<file path="src/rtl/itrx_amba4_axi_burst_addr_gen.sv">
// AXI4 burst address generator.
// Takes one AR/AW command over a valid/ready handshake and expands it into
// one address per beat, with beat index, last flag and a burst-wide error flag.
// The shared AMBA4 AXI types live in the package at the top of this file.

package itrx_amba4_axi_pkg;

   typedef logic [31:0] t_xaddr;
   typedef logic [3:0]  t_xid;
   typedef logic [7:0]  te_xlen;
   typedef logic [2:0]  te_xsize;
   typedef logic [1:0]  te_xburst;

   // AxBURST encodings
   localparam te_xburst XBURST_FIXED = 2'b00;
   localparam te_xburst XBURST_INCR  = 2'b01;
   localparam te_xburst XBURST_WRAP  = 2'b10;
   localparam te_xburst XBURST_RSVD  = 2'b11;

   // AxSIZE encodings (bytes per beat = 2^size)
   localparam te_xsize XSIZE_BYTE     = 3'd0;
   localparam te_xsize XSIZE_HALFWORD = 3'd1;
   localparam te_xsize XSIZE_WORD     = 3'd2;
   localparam te_xsize XSIZE_DBLWORD  = 3'd3;

endpackage

module itrx_amba4_axi_burst_addr_gen
   import itrx_amba4_axi_pkg::*;
#(
   parameter int unsigned MAX_SIZE = 2
) (
   input  logic           clk,
   input  logic           rst,

   input  logic           cmd_valid,
   output logic           cmd_ready,
   input  t_xaddr         cmd_addr,
   input  t_xid           cmd_id,
   input  te_xlen         cmd_len,
   input  te_xsize        cmd_size,
   input  te_xburst       cmd_burst,

   output logic           beat_valid,
   input  logic           beat_ready,
   output t_xaddr         beat_addr,
   output t_xid           beat_id,
   output te_xsize        beat_size,
   output te_xlen         beat_idx,
   output logic           beat_last,
   output logic           beat_err
);

   typedef enum logic {
      ST_IDLE  = 1'b0,
      ST_BURST = 1'b1
   } t_state;

   // ------------------------------------------------------------------
   // State and beat registers
   // ------------------------------------------------------------------
   t_state     state_reg;
   logic       beat_valid_reg;
   t_xaddr     beat_addr_reg;
   t_xid       beat_id_reg;
   te_xsize    beat_size_reg;
   te_xlen     beat_idx_reg;
   logic       beat_last_reg;
   logic       beat_err_reg;

   // Per-burst context kept alongside the beat register
   te_xlen     len_reg;
   te_xburst   mode_reg;         // effective burst type used for addressing
   t_xaddr     wrap_lower_reg;   // lowest address of the wrap window
   t_xaddr     wrap_upper_reg;   // one past the highest address of the window

   // ------------------------------------------------------------------
   // Handshakes
   // ------------------------------------------------------------------
   logic beat_fire;
   logic cmd_accept;

   assign beat_fire  = beat_valid_reg & beat_ready;
   // A new command can be taken when idle, or in the same cycle the final
   // beat of the current burst is consumed, which gives zero-bubble
   // back-to-back bursts. Held low while reset is asserted.
   assign cmd_ready  = ~rst & ((state_reg == ST_IDLE) | (beat_fire & beat_last_reg));
   assign cmd_accept = cmd_valid & cmd_ready;

   // ------------------------------------------------------------------
   // Command decode: error checks and wrap window, evaluated at accept
   // ------------------------------------------------------------------
   t_xaddr    cmd_size_mask;
   t_xaddr    cmd_aligned;
   t_xaddr    cmd_total_bytes;
   t_xaddr    cmd_wrap_lower;
   t_xaddr    cmd_wrap_upper;
   logic [32:0] cmd_end_addr;
   logic      cmd_wrap_len_ok;
   logic      cmd_err_size;
   logic      cmd_err_rsvd;
   logic      cmd_err_wrap_len;
   logic      cmd_err_wrap_align;
   logic      cmd_err_4k;
   logic      cmd_err;
   te_xburst  cmd_mode;

   // Decode the incoming command into its address context and error flag
   always_comb begin
      cmd_size_mask   = (32'd1 << cmd_size) - 32'd1;
      cmd_aligned     = cmd_addr & ~cmd_size_mask;
      // Total burst size in bytes; (len+1) << size never exceeds 32 KB
      cmd_total_bytes = (32'(cmd_len) + 32'd1) << cmd_size;

      cmd_wrap_lower  = cmd_addr & ~(cmd_total_bytes - 32'd1);
      cmd_wrap_upper  = cmd_wrap_lower + cmd_total_bytes;

      // Last byte of an INCR burst, kept in 33 bits so that running off the
      // top of the 32-bit address space also shows up as a page change
      cmd_end_addr    = {1'b0, cmd_aligned} + {1'b0, cmd_total_bytes} - 33'd1;

      cmd_wrap_len_ok = (cmd_len == 8'd1) || (cmd_len == 8'd3) ||
                        (cmd_len == 8'd7) || (cmd_len == 8'd15);

      cmd_err_size       = (cmd_size > 3'(MAX_SIZE));
      cmd_err_rsvd       = (cmd_burst == XBURST_RSVD);
      cmd_err_wrap_len   = (cmd_burst == XBURST_WRAP) && !cmd_wrap_len_ok;
      cmd_err_wrap_align = (cmd_burst == XBURST_WRAP) && ((cmd_addr & cmd_size_mask) != 32'd0);
      // Start and end lie in different 4 KB pages when any bit at or above
      // bit 12 differs, i.e. when their XOR reaches 0x1000
      cmd_err_4k         = (cmd_burst == XBURST_INCR) &&
                           ((cmd_end_addr ^ {1'b0, cmd_aligned}) > 33'h0_0000_0FFF);

      cmd_err = cmd_err_size | cmd_err_rsvd | cmd_err_wrap_len |
                cmd_err_wrap_align | cmd_err_4k;

      // Reserved bursts and malformed wraps are walked as INCR
      if (cmd_err_rsvd || cmd_err_wrap_len) begin
         cmd_mode = XBURST_INCR;
      end else begin
         cmd_mode = cmd_burst;
      end
   end

   // ------------------------------------------------------------------
   // Next-beat address from the current beat register
   // ------------------------------------------------------------------
   t_xaddr  cur_size_mask;
   t_xaddr  cur_aligned;
   t_xaddr  cur_sum;
   t_xaddr  addr_next;
   te_xlen  idx_next;

   // Step the address: aligned current address plus one beat, wrapping at the window top
   always_comb begin
      cur_size_mask = (32'd1 << beat_size_reg) - 32'd1;
      cur_aligned   = beat_addr_reg & ~cur_size_mask;
      cur_sum       = cur_aligned + (32'd1 << beat_size_reg);
      idx_next      = beat_idx_reg + 8'd1;

      case (mode_reg)
         XBURST_FIXED: addr_next = beat_addr_reg;
         XBURST_WRAP:  addr_next = (cur_sum == wrap_upper_reg) ? wrap_lower_reg : cur_sum;
         default:      addr_next = cur_sum;
      endcase
   end

   // ------------------------------------------------------------------
   // FSM with registered beat outputs
   // ------------------------------------------------------------------
   // Load beat 0 on accept, step on each consumed non-final beat, go idle when drained
   always_ff @(posedge clk) begin
      if (rst) begin
         state_reg      <= ST_IDLE;
         beat_valid_reg <= 1'b0;
         beat_addr_reg  <= '0;
         beat_id_reg    <= '0;
         beat_size_reg  <= '0;
         beat_idx_reg   <= '0;
         beat_last_reg  <= 1'b0;
         beat_err_reg   <= 1'b0;
         len_reg        <= '0;
         mode_reg       <= XBURST_FIXED;
         wrap_lower_reg <= '0;
         wrap_upper_reg <= '0;
      end else begin
         if (cmd_accept) begin
            // Covers both the idle accept and the back-to-back accept on
            // the final beat of the previous burst
            state_reg      <= ST_BURST;
            beat_valid_reg <= 1'b1;
            beat_addr_reg  <= cmd_addr;
            beat_id_reg    <= cmd_id;
            beat_size_reg  <= cmd_size;
            beat_idx_reg   <= 8'd0;
            beat_last_reg  <= (cmd_len == 8'd0);
            beat_err_reg   <= cmd_err;
            len_reg        <= cmd_len;
            mode_reg       <= cmd_mode;
            wrap_lower_reg <= cmd_wrap_lower;
            wrap_upper_reg <= cmd_wrap_upper;
         end else begin
            case (state_reg)
               ST_IDLE: begin
                  beat_valid_reg <= 1'b0;
               end
               ST_BURST: begin
                  if (beat_fire) begin
                     if (beat_last_reg) begin
                        // Burst drained and no follow-on command
                        state_reg      <= ST_IDLE;
                        beat_valid_reg <= 1'b0;
                        beat_last_reg  <= 1'b0;
                     end else begin
                        beat_addr_reg  <= addr_next;
                        beat_idx_reg   <= idx_next;
                        beat_last_reg  <= (idx_next == len_reg);
                     end
                  end
               end
               default: begin
                  state_reg      <= ST_IDLE;
                  beat_valid_reg <= 1'b0;
               end
            endcase
         end
      end
   end

   assign beat_valid = beat_valid_reg;
   assign beat_addr  = beat_addr_reg;
   assign beat_id    = beat_id_reg;
   assign beat_size  = beat_size_reg;
   assign beat_idx   = beat_idx_reg;
   assign beat_last  = beat_last_reg;
   assign beat_err   = beat_err_reg;

endmodule
</file>
<file path="config.mk">
export PLATFORM = sky130hd
export DESIGN_NAME = itrx_amba4_axi_burst_addr_gen
export DESIGN_NICKNAME = d
export VERILOG_FILES = /design/src/rtl/itrx_amba4_axi_burst_addr_gen.sv
export SDC_FILE = /design/constraint.sdc
export NUM_CORES = 1
export LEC_CHECK = 0
export ABC_AREA = 1
export CORE_MARGIN = 1.5
export CORE_UTILIZATION = 61
export CTS_CLUSTER_DIAMETER = 50
export CTS_CLUSTER_SIZE = 14
export DETAILED_ROUTE_END_ITERATION = 10
export PLACE_DENSITY = 0.83
export SETUP_SLACK_MARGIN = 0.02
export SLEW_MARGIN = 30
export SYNTH_ARGS = -nofsm -noshare
export SYNTH_HDL_FRONTEND = slang
export SYNTH_SLANG_ARGS = --single-unit
</file>
<file path="constraint.sdc">
create_clock -name clk -period 5.7 [get_ports clk]
set_clock_uncertainty 0.15 [all_clocks]
set_input_delay 0.57 -clock clk [delete_from_list [all_inputs] [get_ports clk]]
set_output_delay 0.57 -clock clk [all_outputs]
set_load 0.02 [all_outputs]
</file>
==> flow_metrics.tcl <==
set metrics [dict create \
    fin_tns_setup_ns 0 \
    holdWs_ns 0.332 \
    cp_max_fo 33 \
    multi_input_comb_area_um2 8620 \
    antenna_found_initial 0 \
    insertion_delay_ns 0.43 \
    relSlewSlack_pct 36.9 \
    clkSinkCount 125 \
    post_cts_resized 0 \
    drt_iter0_markers 1944 \
    fp-row-count 52 \
    crit_path_start_kind "flip-flop" \
    synth-seq-area-share_pct 19.4 \
    holdCritPathClass "flip-flop to flip-flop" \
    synthDistinctLibCells 56 \
    die_area_um2 22000 \
    maxCapViolCount 0 \
    period_needed_ns 5.00 \
    postLayoutCellArea_um2 14600 \
    avgRoutedWirePerCell_um 16.9 \
    dr_wl_met2_um 19900 \
    crit_required_ns 5.84 \
    grt_pass1_vias 13700 \
    fp.dieH_um 148 \
    cts_hold_buffers 0 \
    p_leak_nw 7.36 \
    grt_use_total_pct 39.6 \
    synth-edff-count 0 \
    vdd_drop_max_mv 0.219 \
    max_slew.worst_pin.slew_ns 0.944 \
    yosys_warnings 0 \
    mostFrequentLayoutCells "nand2_1 (675), inv_1 (363), nand3_1 (207)" \
    io_buffers 103 \
    power.density_nw_per_um2 199 \
    via_per_inst 5.81 \
    synth_cells 2267 \
    outcome "finished clean" \
    gp_congestion 1.01 \
    cp_data_arrival_time_ns 5.14 \
    synthArstFlopShare_pct 0 \
    fp.dieW_um 148 \
    dpl-instance-area_um2 14000 \
    syn_avg_cell_area_um2 5.68 \
    ys_seq_elements 125 \
    ios 104 \
    clk_pin_slew_ns 0.06 \
    path_class "flip-flop to flip-flop" \
    fin_nets 2440 \
    fillers 1839 \
    area_growth_pct 13.1 \
    fin_crit_sh_pct 87.7 \
    synth_area_um2 12900 \
    vias 15200 \
    grt_start_max_net_pins 81 \
    antenna_cells 0 \
    cts_inserted_buffers 17 \
    hold_viol 0 \
    worstSetupEndpointType "flip-flop" \
    root_buffer "clkbuf_16" \
    grt_pass1_wl_um 69600 \
    start_util_pct 62.8 \
    htreeDepth 4 \
    report.final.slew_viol_count 0 \
    regArea_um2 2500 \
    fmax_mhz 200 \
    routed.top_layer "met4" \
    rsz0062_at_grt "false" \
    ys.flop_type "dfxtp_1" \
    synth_fp_nets 2375 \
    final_common_cell "nand2_1" \
    setup-violations-final 0 \
    wl_met3_um 4520 \
    met1Wirelength_um 18100 \
    core_area_um2 20500 \
    hpwl_um 34400 \
    cts_tree "yes" \
    clockBufferDepth 2 \
    grt_overflow 0 \
    drc 0 \
    firstDrtPassIters 8 \
    drive_above_1_share_pct 5.72 \
    wl_um 44100 \
    drtAntennaViolNets 0 \
    postCtsSetupRepairBufs 0 \
]
==> Yosys cell counts, types with 23 or more instances <==
master,instances,area (um2)
dfxtp_1,125,2500
ha_1,54,676
nand3_1,207,1040
inv_1,364,1370
nand2_1,676,2540
o21ai_0,128,641
nor3_1,23,115
nand4_1,39,244
a21oi_1,94,470
nor2_1,193,724
o21bai_1,35,263
clkbuf_1,45,169
xor2_1,44,385
==> worst max-delay path: stages, from the launching register on <==
cell and delay, ns:
dfxtp_1 0.67, inv_2 0.17, nand2_1 0.17, ha_1 0.28, nand2_1 0.41, nand2_2 0.29
nor2_1 0.12, a21oi_1 0.23, nand3_1 0.25, nand2_1 0.17, nand2_1 0.09, nand2_1 0.08
nand2_1 0.08, nor2_1 0.10, nand2_1 0.05, nor2_1 0.19, nand4_2 0.09, buf_4 0.26
inv_2 0.45, nand3_1 0.16, nand2_1 0.11, nand2_1 0.05, nand2_1 0.14, a21oi_1 0.07
==> cells by family after synthesis <==
logic type / synth area share, %
muxes: 0.0777
AOI/OAI and AO/OA: 15.5
xor gates and xnor gates: 4.57
adders and majority gates: 5.40
DFF: 19.4
and+or+nand+nor: 41.3
buffers and inverters: 13.7
==> power breakdown <==
part	leakage, nW	switching, mW	internal [mW]	total, mW
sequential	1.02	0.0421	0.926	0.968
clock	0.237	0.422	0.562	0.984
combinational	6.10	0.627	0.324	0.951
==> through the flow <==
step | setup WS [ns] | power, mW | utilization, % | std cells
floorplan | 1.57 | 1.63 | - | 2267
global placement | 0.397 | 1.89 | 68.5 | 2583
detailed placement | 0.399 | 1.90 | 68.5 | 2583
CTS | 0.838 | 2.87 | 71.1 | 2614
global route | 0.332 | 3.03 | 71.1 | 2614
finish | 0.701 | 2.90 | 71.1 | 2614
==> metal layers <==
metal,vias up,global-route usage (%)
met5,-,0
met4,0,15.2
met3,124,7.36
met2,828,64.3
met1,6841,52.2
li1,7390,-
==> path summary, 6_finish.rpt <==
| kind | slack [ns] | startpoint | depth (start not counted) | endpoint |
|---|---|---|---|---|
| setup / recovery | 0.70 | beat_size[2] | 23 | beat_addr[23] |
| hold / removal | 0.33 | wrap_lower_reg[9] | 2 | wrap_lower_reg[9] |
| setup reg to reg | 0.70 | beat_size[2] | 23 | beat_addr[23] |
| hold reg to reg | 0.33 | wrap_lower_reg[9] | 2 | wrap_lower_reg[9] |
==> cell type report <==
type                       instances  share of cell area [%]
clock buffer                      21                    3.09
inverter                         384                    9.90
tap                              270                    2.32
multi-input combinational       1686                    59.2
timing repair buffer             118                    7.82
clock inverter                    10                   0.473
sequential                       125                    17.2
(Power assumes the default switching activity.)
